`src/rtl/multicycle_control_fsm.sv`:
```
// rtl/multicycle_control_fsm.sv - multi-cycle MIPS-subset controller with memory-stall watchdog
module multicycle_control_fsm #(
    parameter int MEM_TIMEOUT = 16,
    parameter int CNT_W       = 5
) (
    input  logic       clk,
    input  logic       reset,
    input  logic [5:0] opcode,
    input  logic       zero,
    input  logic       status_n,
    input  logic       rs_sign,
    input  logic       mem_ready,
    output logic       pc_write,
    output logic [1:0] iord,
    output logic       mem_read,
    output logic       mem_write,
    output logic       ir_write,
    output logic [1:0] reg_dst,
    output logic [1:0] mem_to_reg,
    output logic       reg_write,
    output logic       alu_src_a,
    output logic [1:0] alu_src_b,
    output logic [1:0] alu_op,
    output logic [1:0] pc_source,
    output logic       illegal_op,
    output logic       mem_fault,
    output logic [3:0] state_o
);

    typedef enum logic [3:0] {
        S_FETCH    = 4'd0,
        S_DECODE   = 4'd1,
        S_MEMADDR  = 4'd2,
        S_MEMREAD  = 4'd3,
        S_MEMWB    = 4'd4,
        S_MEMWRITE = 4'd5,
        S_EXEC     = 4'd6,
        S_RWB      = 4'd7,
        S_BEQ      = 4'd8,
        S_NANDI_EX = 4'd9,
        S_NANDI_WB = 4'd10,
        S_BALN     = 4'd11,
        S_BGEZAL   = 4'd12,
        S_JSP      = 4'd13,
        S_HALT     = 4'd14,
        S_UNUSED   = 4'd15
    } state_t;

    localparam logic [5:0] OP_R      = 6'b000000;
    localparam logic [5:0] OP_LW     = 6'b100011;
    localparam logic [5:0] OP_SW     = 6'b101011;
    localparam logic [5:0] OP_BEQ    = 6'b000100;
    localparam logic [5:0] OP_NANDI  = 6'b010000;
    localparam logic [5:0] OP_BALN   = 6'b011011;
    localparam logic [5:0] OP_BGEZAL = 6'b000001;
    localparam logic [5:0] OP_JSP    = 6'b010010;

    localparam logic [CNT_W-1:0] TO_LAST = CNT_W'((MEM_TIMEOUT == 0) ? 0 : MEM_TIMEOUT - 1);

    state_t           state, state_next;
    logic [CNT_W-1:0] wait_cnt;
    logic             mem_state, timeout, decode_bad;

    // mem_ready has priority over the watchdog in the final waiting cycle
    always_comb begin
        mem_state = (state == S_FETCH) || (state == S_MEMREAD) ||
                    (state == S_MEMWRITE) || (state == S_JSP);
        timeout   = (MEM_TIMEOUT != 0) && mem_state && !mem_ready && (wait_cnt == TO_LAST);
    end

    always_ff @(posedge clk or posedge reset) begin
        if (reset) begin
            state      <= S_FETCH;
            wait_cnt   <= '0;
            illegal_op <= 1'b0;
            mem_fault  <= 1'b0;
        end else begin
            state <= state_next;
            if (state_next != state)
                wait_cnt <= '0;
            else if (mem_state && !mem_ready)
                wait_cnt <= wait_cnt + 1'b1;
            if (decode_bad)
                illegal_op <= 1'b1;
            if (timeout)
                mem_fault <= 1'b1;
        end
    end

    always_comb begin
        state_next = state;
        decode_bad = 1'b0;
        case (state)
            S_FETCH:    if (mem_ready) state_next = S_DECODE;
            S_DECODE: begin
                case (opcode)
                    OP_LW, OP_SW: state_next = S_MEMADDR;
                    OP_R:         state_next = S_EXEC;
                    OP_BEQ:       state_next = S_BEQ;
                    OP_NANDI:     state_next = S_NANDI_EX;
                    OP_BALN:      state_next = S_BALN;
                    OP_BGEZAL:    state_next = S_BGEZAL;
                    OP_JSP:       state_next = S_JSP;
                    default: begin
                        state_next = S_HALT;
                        decode_bad = 1'b1;
                    end
                endcase
            end
            S_MEMADDR:  state_next = (opcode == OP_SW) ? S_MEMWRITE : S_MEMREAD;
            S_MEMREAD:  if (mem_ready) state_next = S_MEMWB;
            S_MEMWB:    state_next = S_FETCH;
            S_MEMWRITE: if (mem_ready) state_next = S_FETCH;
            S_EXEC:     state_next = S_RWB;
            S_RWB:      state_next = S_FETCH;
            S_BEQ:      state_next = S_FETCH;
            S_NANDI_EX: state_next = S_NANDI_WB;
            S_NANDI_WB: state_next = S_FETCH;
            S_BALN:     state_next = S_FETCH;
            S_BGEZAL:   state_next = S_FETCH;
            S_JSP:      if (mem_ready) state_next = S_FETCH;
            S_HALT:     state_next = S_HALT;
            default:    state_next = S_HALT;
        endcase
        if (timeout)
            state_next = S_HALT;
    end

    // Gating on reset drops any in-flight memory request without waiting for a clock
    always_comb begin
        pc_write   = 1'b0;
        iord       = 2'b00;
        mem_read   = 1'b0;
        mem_write  = 1'b0;
        ir_write   = 1'b0;
        reg_dst    = 2'b00;
        mem_to_reg = 2'b00;
        reg_write  = 1'b0;
        alu_src_a  = 1'b0;
        alu_src_b  = 2'b00;
        alu_op     = 2'b00;
        pc_source  = 2'b00;
        if (!reset) begin
            case (state)
                S_FETCH: begin
                    mem_read  = 1'b1;
                    alu_src_b = 2'b01;
                    if (mem_ready) begin
                        ir_write = 1'b1;
                        pc_write = 1'b1;
                    end
                end
                S_DECODE:   alu_src_b = 2'b11;
                S_MEMADDR: begin
                    alu_src_a = 1'b1;
                    alu_src_b = 2'b10;
                end
                S_MEMREAD: begin
                    iord     = 2'b01;
                    mem_read = 1'b1;
                end
                S_MEMWB: begin
                    mem_to_reg = 2'b01;
                    reg_write  = 1'b1;
                end
                S_MEMWRITE: begin
                    iord      = 2'b01;
                    mem_write = 1'b1;
                end
                S_EXEC: begin
                    alu_src_a = 1'b1;
                    alu_op    = 2'b10;
                end
                S_RWB: begin
                    reg_dst   = 2'b01;
                    reg_write = 1'b1;
                end
                S_BEQ: begin
                    alu_src_a = 1'b1;
                    alu_op    = 2'b01;
                    pc_source = 2'b01;
                    pc_write  = zero;
                end
                S_NANDI_EX: begin
                    alu_src_a = 1'b1;
                    alu_src_b = 2'b10;
                    alu_op    = 2'b11;
                end
                S_NANDI_WB: reg_write = 1'b1;
                S_BALN: begin
                    if (status_n) begin
                        pc_write   = 1'b1;
                        pc_source  = 2'b01;
                        reg_write  = 1'b1;
                        reg_dst    = 2'b10;
                        mem_to_reg = 2'b10;
                    end
                end
                S_BGEZAL: begin
                    reg_write  = 1'b1;
                    reg_dst    = 2'b10;
                    mem_to_reg = 2'b10;
                    pc_write   = ~rs_sign;
                    pc_source  = 2'b01;
                end
                S_JSP: begin
                    iord     = 2'b10;
                    mem_read = 1'b1;
                    if (mem_ready) begin
                        pc_write  = 1'b1;
                        pc_source = 2'b10;
                    end
                end
                default: ;
            endcase
        end
    end

    assign state_o = state;

endmodule

```
`config.mk`:
```
export PLATFORM = sky130hd
export DESIGN_NAME = multicycle_control_fsm
export DESIGN_NICKNAME = d
export VERILOG_FILES = /design/src/rtl/multicycle_control_fsm.sv
export SDC_FILE = /design/constraint.sdc
export NUM_CORES = 1
export LEC_CHECK = 0
export ABC_CLOCK_PERIOD_IN_PS = 5600
export CAP_MARGIN = 20
export CORE_MARGIN = 10
export CORE_UTILIZATION = 55
export CTS_BUF_LIST = sky130_fd_sc_hd__clkbuf_2
export DETAILED_ROUTE_END_ITERATION = 10
export PLACE_DENSITY_LB_ADDON = 0.12
export SLEW_MARGIN = 20
export SYNTH_ARGS = -nofsm -noshare
export SYNTH_HDL_FRONTEND = slang
export SYNTH_SLANG_ARGS = --single-unit
```
`constraint.sdc`:
```
create_clock -name clk -period 5.6 [get_ports clk]
set_clock_uncertainty 0.15 [all_clocks]
set_input_delay 0.84 -clock clk [delete_from_list [all_inputs] [get_ports clk]]
set_output_delay 0.84 -clock clk [all_outputs]
set_load 0.05 [all_outputs]
```
# ---- Yosys cells after proc, flatten, opt, wreduce, memory -nomap -nowiden
# Index checks and enable logic that the tools add are counted.
dict set report word_totals {
  rom_bits 0
  ramBits 0
  out_inout_bits 24
  reg_bits 11
  latch_bits 0
  n_memories 0
}
dict set report classes {
  reduce_logical 20
  addsub 1
  order_cmp 0
  mul 0
  div_mod_pow 0
  bitwise_logic 1
  mux 40
  shift 0
  eq_ne 22
}
# cell n
set ops {}
lappend ops {{4-bit case mux with 8 select lines} 1}
lappend ops {{2-bit case mux with 3 select lines} 5}
lappend ops {{4-bit case mux with 7 select lines} 1}
lappend ops {{4-bit equality test (second input constant)} 6}
lappend ops {{6-bit by 5-bit equality test with 1-bit output (second input constant)} 3}
lappend ops {{4-bit by 3-bit equality test with 1-bit output (second input constant)} 4}
lappend ops {{2-bit two-way mux} 8}
lappend ops {{4-bit two-way mux} 4}
lappend ops {{1-bit two-way mux} 15}
lappend ops {{6-bit equality test (second input constant)} 2}
lappend ops {{2-bit OR reduction} 6}
lappend ops {{5-bit two-way mux} 2}
lappend ops {{4-bit by 2-bit equality test with 1-bit output (second input constant)} 2}
lappend ops {{4-bit OR reduction} 2}
lappend ops {{8-bit OR reduction} 1}
lappend ops {{6-bit by 1-bit equality test with 1-bit output (second input constant)} 1}
lappend ops {{6-bit by 3-bit equality test with 1-bit output (second input constant)} 1}
lappend ops {{6-bit zero test} 1}
lappend ops {{6-bit OR reduction} 1}
lappend ops {{5-bit by 1-bit adder with 5-bit output (second input constant)} 1}
lappend ops {{5-bit by 4-bit equality test with 1-bit output (second input constant)} 1}
lappend ops {{4-bit by 1-bit equality test with 1-bit output (second input constant)} 1}
lappend ops {{4-bit zero test} 1}
lappend ops {{4-bit inequality test} 1}
lappend ops {{10 further kinds} 13}

# ---- Logic depth before layout (Yosys ltp)
# Gate-level depths: netlist (run 1).
dict set report depth {
  word_depth 9
  mapped_depth 9
  depth_no_buf 9
}

# ---- Worst setup path after synthesis (run 1)
# No wires, ideal clock.
dict set report synth_timing {
  kind {reg2out}
  start {register state[3], in the netlist state_o[3]}
  end {output alu_op[0]}
  setup_slack_ns 1.654
  arrival_ns 2.956
  required_time_ns 4.610
  stages_incl_launch_ff 4
  cell_sequence {dfrtp_1 clkbuf_1 clkbuf_1 nor4b_1}
}
dict set report synth_between {
  elab_chain_len 3
}
# element line
set synth_lines {}
lappend synth_lines {{start, declared} 60} ;# state_t state, state_next;
lappend synth_lines {{start signal, assigned} 78} ;# state <= state_next;
lappend synth_lines {{4-bit equality test / 4-bit by 3-bit equality test with 1-bit output (equally long branches)} 144} ;# case (state)
lappend synth_lines {{2-bit case mux with 3 select lines (*)} 144}
lappend synth_lines {{2-bit two-way mux (*)} 143} ;# if (!reset) begin
lappend synth_lines {{end, declared} 23} ;# output logic [1:0] alu_op,
# Mark *: on every way between the ends. The rest lies on a longest branch, timed or not.

# ---- Worst setup path after layout (run 1)
dict set report layout_timing {
  start {input mem_ready}
  end {output pc_write}
}
dict set report layout_between {
  elab_chain_len 3
}
# element line
set layout_lines {}
lappend layout_lines {{start, declared} 12} ;# input logic mem_ready,
lappend layout_lines {{1-bit two-way mux} {148, 209}}
lappend layout_lines {{1-bit case mux with 4 select lines} 144}
lappend layout_lines {{1-bit two-way mux} 143}
lappend layout_lines {{end, declared} 13} ;# output logic pc_write,
# Every way passes these cells.

==> results of run 1 <==
## worst paths after layout
check,start,to,slack [ns]
max,mem_ready,pc_write,1.41
min,mem_fault,mem_fault,0.34
max reg2reg,state_o[2],wait_cnt[3],2.94
min reg2reg,mem_fault,mem_fault,0.34
max in group asynchronous,reset,illegal_op,3.85
min in group asynchronous,reset,state_o[3],1.09
## power by group through the flow
stage               logic, mW  clock network [mW]  registers, mW
floorplan               0.447                   0          0.157
global placement        0.540                   0          0.183
detailed placement      0.550                   0          0.184
CTS                     0.552              0.0454          0.183
global route            0.593              0.0492          0.197
finish                  0.551              0.0441          0.185
## worst max-delay path: cells and delay by family
kind / cells / cell delay (ns)
and+or+nand+nor: 2 / 0.45
AOI/OAI and AO/OA: 2 / 0.36
buffers and inverters: 2 / 1.54
## state kept, by name, indices dropped and copies added (netlist names)
register    cells
illegal_op      1
mem_fault       1
state_o         4
wait_cnt        5
## per-layer routing
metal / vias to the layer above / GRT usage (%) / wire [um]
li1: 731 / - / -
met4: 0 / 2.63 / 27
met2: 51 / 25.9 / 1980
met1: 682 / 18.3 / 1600
met5: - / 0 / 0
met3: 2 / 4.38 / 300
## layout make-up
| class | instances | area [um2] |
|---|---|---|
| Timing Repair Buffer | 35 | 350 |
| Clock buffer | 4 | 20.0 |
| Multi-Input combinational cell | 157 | 1030 |
| Sequential cell | 11 | 275 |
| Fill cell | 218 | 728 |
| Inverter | 3 | 11.3 |
| Tap cell | 30 | 37.5 |
## cells in the final DEF (no fill, tap or decap), drive strengths merged, types with 5 or more instances in the layout
| cell | synthesis | final |
|---|---|---|
| clkdlybuf4s50 | 0 | 35 |
| nand2 | 18 | 18 |
| nor2 | 18 | 18 |
| nor3 | 13 | 13 |
| a21oi | 13 | 13 |
| nor2b | 11 | 11 |
| dfrtp | 11 | 11 |
| nand2b | 9 | 9 |
| o21ai | 8 | 8 |
| nand3 | 6 | 6 |
| and3 | 5 | 5 |
## kinds of logic after synthesis
family | Yosys count | share of synthesized area, %
AOI/OAI and AO/OA | 48 | 26.1
buffers and inverters | 17 | 6.70
adders and majority gates | 2 | 1.79
xor gates and xnor gates | 5 | 3.13
and+or+nand+nor | 100 | 41.2
muxes | 2 | 1.52
DFF | 11 | 19.6
==> impl_metrics.yaml, run 1 <==
routing:
  drt-pass1-iter-count: 4
  routedWlPerCell_um: 16.3
  via_per_inst: 6.11
  route.vias.total: 1466
  drt-initial-drc-count: 115
  route.detailed.drc: 0
  ant_nets: 0
  routed_wl_um: 3910
power_and_ir_drop:
  p_clk_share_pct: 5.7
  share_comb_of_total_power_pct: 70.7
  total_power_mw: 0.780
  internal_power_mw: 0.323
  vdd_ir_drop_max_mv: 0.309
  switching_share_pct: 58.6
  p_leak_nw: 0.636
  power_density_nw_per_um2: 452
  power.switching_mw: 0.457
  pwr-share-seq_pct: 23.7
critical_path:
  critPathKind: "in2out"
  cp_cell_sequence: "clkdlybuf4s50_1 -> nor2b_1 -> a22oi_1 -> o22a_1 -> nor3_1 -> clkdlybuf4s50_1"
  path_max_fanout: 11
  cp-end-kind: "output port"
  arrival_ns: 3.20
  slowest_delay_ns: 0.84
  reg2reg_depth: 6
  setup.worst_path.start_class: "input port"
  cp.required_ns: 4.61
  path_common_cell: "clkdlybuf4s50_1"
  slowest_stage: "clkdlybuf4s50_1"
die:
  die_x_um: 70.5
  start_util_pct: 57.1
  die_h_um: 70.5
  die-area_um2: 4970
  rows: 18
  ioPinCount: 36
  core-area_um2: 2450
outcome:
  status: "finished clean"
timing:
  fmax_mhz: 239
  fin_crit_sh_pct: 74.8
  final_hold_viol_count: 0
  holdWs_ns: 0.336
  setup_ws_ns: 1.41
  setup_viol: 0
  tightest_slew_ns: 0.961
  max-slew-margin-rel_pct: 35.9
  tns_ns: 0
  rsz0062_at_grt: "no"
  slew_violations: 0
  min_period_ns: 4.19
synth:
  ys_top_cells_by_area: "dfrtp_1 (20%), nor2b_1 (4.9%), nand2_1 (4.8%), nor3_1 (4.6%), nor2_1 (4.6%)"
  synth_warnings: 0
  synth_area_um2: 1400
  syn-num-nets: 199
  synth.distinct_cells: 58
  yosysTopAreaCellShare_pct: 19.6
  yosysMostFrequentCell: "nand2_1"
  syn_inst: 185
  syn-mean-instance-area_um2: 7.57
  synth_seq_cells: 11
  synthTopCellsByCount: "nand2_1 (18), nor2_1 (17), nor3_1 (13), a21oi_1 (12)"
  seq_area_frac_synth_pct: 19.6
  synthFlopType: "dfrtp_1"
  synth-edff-count: 0
  async_reset_ff_share_pct: 100
  yosysTopAreaCell: "dfrtp_1"
global_routing:
  grt_pass1_vias: 1404
  grt_max_degree: 35
  grt_usage_pct: 15.2
  grt_overflow: 0
  antenna_found_initial: 0
  grt_pass1_wl_um: 6600
placed_design:
  pre_cts_slack_ns: 1.42
  dp_cells: 236
  routabilityCongestion: 0.908
  dp_hpwl_um: 3020
  place_area_um2: 1710
  portBuffers: 35
cts:
  cts_tree: "built"
  cts_sinks: 11
  cts_buffers: 3
  holdBufCountCts: 0
  clk_pin_slew_ns: 0.10
  cts-resized-gates: 0
  clkLatencyLatePin_ns: 0.25
  postCtsSetupBuffers: 0
  clk_root_buffer_cell: "clkbuf_2"
  clockBufferDepth: 2
  htreeDepth: 1
layout:
  drive_gt1_share_pct: 11.0
  final_core_util_pct: 70.3
  final_cells: 240
  nNetsFinal: 225
  area_growth_pct: 23.2
  antenna_cells: 0
  final_area_um2: 1730
min_path:
  hold_class: "reg2reg"
  min_path_cells: 1
flow_run:
  drv_cap: 0
Power figures use the tool's default switching activity.
==> run 2, diff against run 1 <==
--- a/config.mk
+++ b/config.mk
@@ -5,10 +5,10 @@
 export SDC_FILE = /design/constraint.sdc
 export NUM_CORES = 1
 export LEC_CHECK = 0
-export ABC_CLOCK_PERIOD_IN_PS = 5600
+export ABC_CLOCK_PERIOD_IN_PS = 4000
 export CAP_MARGIN = 20
 export CORE_MARGIN = 10
-export CORE_UTILIZATION = 55
+export CORE_UTILIZATION = 51
 export CTS_BUF_LIST = sky130_fd_sc_hd__clkbuf_2
 export DETAILED_ROUTE_END_ITERATION = 10
 export PLACE_DENSITY_LB_ADDON = 0.12
==> constraint.sdc (replaced) <==
create_clock -name clk -period 4 [get_ports clk]
set_clock_uncertainty 0.15 [all_clocks]
set_input_delay 0.6 -clock clk [delete_from_list [all_inputs] [get_ports clk]]
set_output_delay 0.6 -clock clk [all_outputs]
set_load 0.05 [all_outputs]
==> impl_metrics.yaml, run 2 (synthesized netlist as in run 1, its figures left out) <==
outcome:
  status: "finished clean"
die:
  die-area_um2: 5240
  rows: 18
  ioPinCount: 36
  die_h_um: 72.4
  start_util_pct: 55.1
  core-area_um2: 2540
  die_x_um: 72.4
timing:
  setup_viol: 0
  fin_crit_sh_pct: 87.0
  fmax_mhz: 287
  max-slew-margin-rel_pct: 56.5
  final_hold_viol_count: 0
  tns_ns: 0
  tightest_slew_ns: 0.653
  holdWs_ns: 0.336
  rsz0062_at_grt: "no"
  min_period_ns: 3.48
  setup_ws_ns: 0.519
  slew_violations: 0
global_routing:
  grt_pass1_wl_um: 6630
  met1_usage_pct: 17.3
  grt_overflow: 0
  grt.busiest_layer: "met2"
  met2_usage_pct: 25.6
  antenna_found_initial: 0
  gr-usage-met3_pct: 5.03
  grt_usage_pct: 14.7
  grt_pass1_vias: 1481
  grt_max_degree: 25
min_path:
  min_from: "mem_fault"
  min_path_cells: 1
  hold_class: "reg2reg"
  hold_path_end: "mem_fault"
routing:
  route.detailed.drc: 0
  routedWlPerCell_um: 15.9
  route.vias.total: 1485
  via_per_inst: 6.04
  drt-pass1-iter-count: 4
  drt-initial-drc-count: 123
  ant_nets: 0
  routed_wl_um: 3910
critical_path:
  critPathKind: "reg2out"
  cp-end-kind: "output port"
  timing.rr.end: "wait_cnt[1]"
  cp.required_ns: 3.25
  r2r-start: "state_o[1]"
  arrival_ns: 2.73
  rrSetupSlack_ns: 1.41
  path_max_fanout: 23
  reg2reg_depth: 7
  setup.worst_path.start_class: "flop"
layout:
  antenna_cells: 0
  final_cells: 246
  final_area_um2: 1770
  area_growth_pct: 26.4
  nNetsFinal: 231
  final_cell_mix: "clkdlybuf4s50_1 (35), nand2_1 (18), nor2_1 (17)"
  drive_gt1_share_pct: 13.4
  layout_commonest_cell: "clkdlybuf4s50_1"
  largest_register_ffs: 5
  top_register: "wait_cnt"
cts:
  htreeDepth: 1
  postCtsSetupBuffers: 0
  clkLatencyLatePin_ns: 0.26
  clockBufferDepth: 2
  cts-resized-gates: 0
  cts_sinks: 11
  cts_buffers: 3
  clk_pin_slew_ns: 0.09
  holdBufCountCts: 0
  cts_tree: "built"
  clk_root_buffer_cell: "clkbuf_2"
placed_design:
  pre_cts_slack_ns: 0.554
  dp_hpwl_um: 3090
  dp_cells: 242
  portBuffers: 35
  place_area_um2: 1750
  routabilityCongestion: 0.908
power_and_ir_drop:
  p_leak_nw: 0.666
  vdd_ir_drop_max_mv: 0.562
  power_density_nw_per_um2: 630
flow_run:
  drv_cap: 0
-- run 2: worst max path at each step --
stage                     from         to  cells after the start
floorplan           state_o[3]  alu_op[0]                      3
global placement          zero   pc_write                      8
detailed placement   mem_ready   pc_write                      6
CTS                 state_o[2]   pc_write                      7
global route        state_o[2]  reg_write                      6
finish              state_o[2]   pc_write                      7
-- run 2: cell type report --
class	count	area [um2]
Inverter	3	11.3
Tap cell	30	37.5
Timing Repair Buffer	41	395
Clock buffer	4	20.0
Sequential cell	11	275
Fill cell	227	773
Multi-Input combinational cell	157	1030
-- run 2: metrics by stage --
step | util [%] | power (mW)
6_report | 69.6 | 1.12
5_1_grt | 69.6 | 1.20
4_1_cts | 69.6 | 1.11
3_5_place_dp | 68.8 | 1.05
3_3_place_gp | 68.8 | 1.04
2_1_floorplan | - | 0.845
-- run 2: critical path: stages (launching register included) --
cell and delay, ns:
dfrtp_1 0.77, nor2b_1 0.21, nor3_1 0.06, a21oi_1 0.13
a22oi_1 0.09, o22a_1 0.19, nor3_1 0.19, clkdlybuf4s50_1 0.84
-- run 2: routing by layer --
| layer | vias up | part of all wire (%) | wire length, um |
|---|---|---|---|
| met2 | 47 | 48 | 1890 |
| met4 | 0 | 0.61 | 24 |
| met5 | - | 0 | 0 |
| met1 | 695 | 44 | 1730 |
| li1 | 739 | - | - |
| met3 | 4 | 6.8 | 266 |
-- run 2: power by group --
| group | total [mW] | internal, mW | switching (mW) |
|---|---|---|---|
| registers | 0.211 | 0.130 | 0.0804 |
| clock network | 0.0618 | 0.0265 | 0.0353 |
| logic | 0.843 | 0.316 | 0.527 |
==> run 3, diff against run 2 <==
--- a/config.mk
+++ b/config.mk
@@ -11,7 +11,9 @@
 export CORE_UTILIZATION = 51
 export CTS_BUF_LIST = sky130_fd_sc_hd__clkbuf_2
 export DETAILED_ROUTE_END_ITERATION = 10
+export HOLD_SLACK_MARGIN = 0.03
 export PLACE_DENSITY_LB_ADDON = 0.12
+export RECOVER_POWER = 50
 export SLEW_MARGIN = 20
 export SYNTH_ARGS = -nofsm -noshare
 export SYNTH_HDL_FRONTEND = slang
==> impl_metrics.yaml, run 3 (synthesized netlist as in run 1, its figures left out) <==
global_routing:
  grt_pass1_wl_um: 6630
  grt_usage_pct: 14.7
  met1_usage_pct: 17.3
  met2_usage_pct: 25.6
  grt_pass1_vias: 1481
  grt_overflow: 0
  antenna_found_initial: 0
  grt_max_degree: 25
  grt.busiest_layer: "met2"
  gr-usage-met3_pct: 5.03
cts:
  clkLatencyLatePin_ns: 0.26
  cts_tree: "built"
  holdBufCountCts: 0
  htreeDepth: 1
  clk_root_buffer_cell: "clkbuf_2"
  cts-resized-gates: 0
  clockBufferDepth: 2
  cts_buffers: 3
  clk_pin_slew_ns: 0.09
  cts_sinks: 11
  postCtsSetupBuffers: 0
power_and_ir_drop:
  total_power_mw: 1.06
  vdd_ir_drop_max_mv: 0.550
  power_density_nw_per_um2: 618
  p_leak_nw: 0.650
routing:
  ant_nets: 0
  routedWlPerCell_um: 15.7
  route.vias.total: 1485
  route.detailed.drc: 0
  drt-initial-drc-count: 111
  via_per_inst: 6.04
  routed_wl_um: 3870
  drt-pass1-iter-count: 4
layout:
  multiInputGateArea_um2: 985
  drive_gt1_share_pct: 9.72
  final_core_util_pct: 67.3
  layout_commonest_cell: "clkdlybuf4s50_1"
  final_cell_mix: "clkdlybuf4s50_1 (32), nor2_1 (18), nand2_1 (18)"
  fillers: 239
  nNetsFinal: 231
  antenna_cells: 0
  top_register: "wait_cnt"
  area_growth_pct: 22.2
  largest_register_ffs: 5
  regArea_um2: 275
die:
  core-area_um2: 2540
  die-area_um2: 5240
  ioPinCount: 36
  die_h_um: 72.4
  rows: 18
  start_util_pct: 55.1
  die_x_um: 72.4
placed_design:
  dp_hpwl_um: 3090
  portBuffers: 35
  routabilityCongestion: 0.908
critical_path:
  path_common_cell: "nor2_1"
  cp-end-kind: "output port"
  arrival_ns: 2.80
  slowest_stage: "clkdlybuf4s50_1"
  cp_cell_sequence: "clkbuf_1 -> nor2_1 -> nand2_1 -> nor2_1 -> clkdlybuf4s50_1"
  slowest_delay_ns: 0.83
  cp.required_ns: 3.25
  critPathKind: "reg2out"
  setup.worst_path.start_class: "flop"
  path_max_fanout: 23
timing:
  min_period_ns: 3.55
  tns_ns: 0
  setup_viol: 0
  rsz0062_at_grt: "no"
  fin_crit_sh_pct: 88.8
  final_hold_viol_count: 0
  slew_violations: 0
  max-slew-margin-rel_pct: 55.9
  fmax_mhz: 282
  tightest_slew_ns: 0.661
outcome:
  status: "finished clean"
min_path:
  hold_class: "reg2reg"
flow_run:
  drv_cap: 0
[run 3: critical path, delay by kind of cell (launching register included)]
family / cells / cell delay, ns
flip-flops: 1 / 0.63
buffers and inverters: 2 / 1.15
AND/OR/NAND/NOR: 3 / 0.76
[run 3: path summary, 6_finish.rpt]
check | start | endpoint | slack [ns] | depth (start not counted)
setup / recovery | state_o[2] | ir_write | 0.45 | 5
hold / removal | mem_fault | mem_fault | 0.33 | 1
setup reg to reg | state_o[2] | wait_cnt[4] | 0.96 | 7
hold reg to reg | mem_fault | mem_fault | 0.33 | 1
max in group asynchronous | reset | mem_fault | 2.20 | 3
min in group asynchronous | reset | state_o[3] | 1.10 | 3
[run 3: per-layer routing]
metal,wire (um),vias to the layer above,part of all wire (%)
li1,-,742,-
met1,1660,683,43
met2,1890,56,49
met3,289,4,7.5
met4,25,0,0.65
met5,0,-,0
[run 3: stage by stage]
| step | hold slack, ns | instance area, um2 | worst slack [ns] | std cells |
|---|---|---|---|---|
| floorplan | 0.334 | 1400 | 0.294 | 185 |
| global placement | 0.303 | 1750 | 0.632 | 242 |
| detailed placement | 0.315 | 1750 | 0.554 | 242 |
| CTS | 0.343 | 1770 | 0.517 | 246 |
| global route | 0.358 | 1710 | 0.223 | 246 |
| finish | 0.329 | 1710 | 0.448 | 246 |
[run 3: final cells by class]
| type | count | area share (%) |
|---|---|---|
| multi-input combinational | 157 | 57.5 |
| tap | 30 | 2.19 |
| timing repair buffer | 41 | 22.4 |
| inverter | 3 | 0.657 |
| clock buffer | 4 | 1.17 |
| sequential | 11 | 16.1 |
[run 3: where the power goes]
group | internal, mW | switching [mW] | leakage (nW)
Clock | 0.0265 | 0.0353 | 0.0166
Combinational | 0.288 | 0.500 | 0.490
Sequential | 0.130 | 0.0780 | 0.143
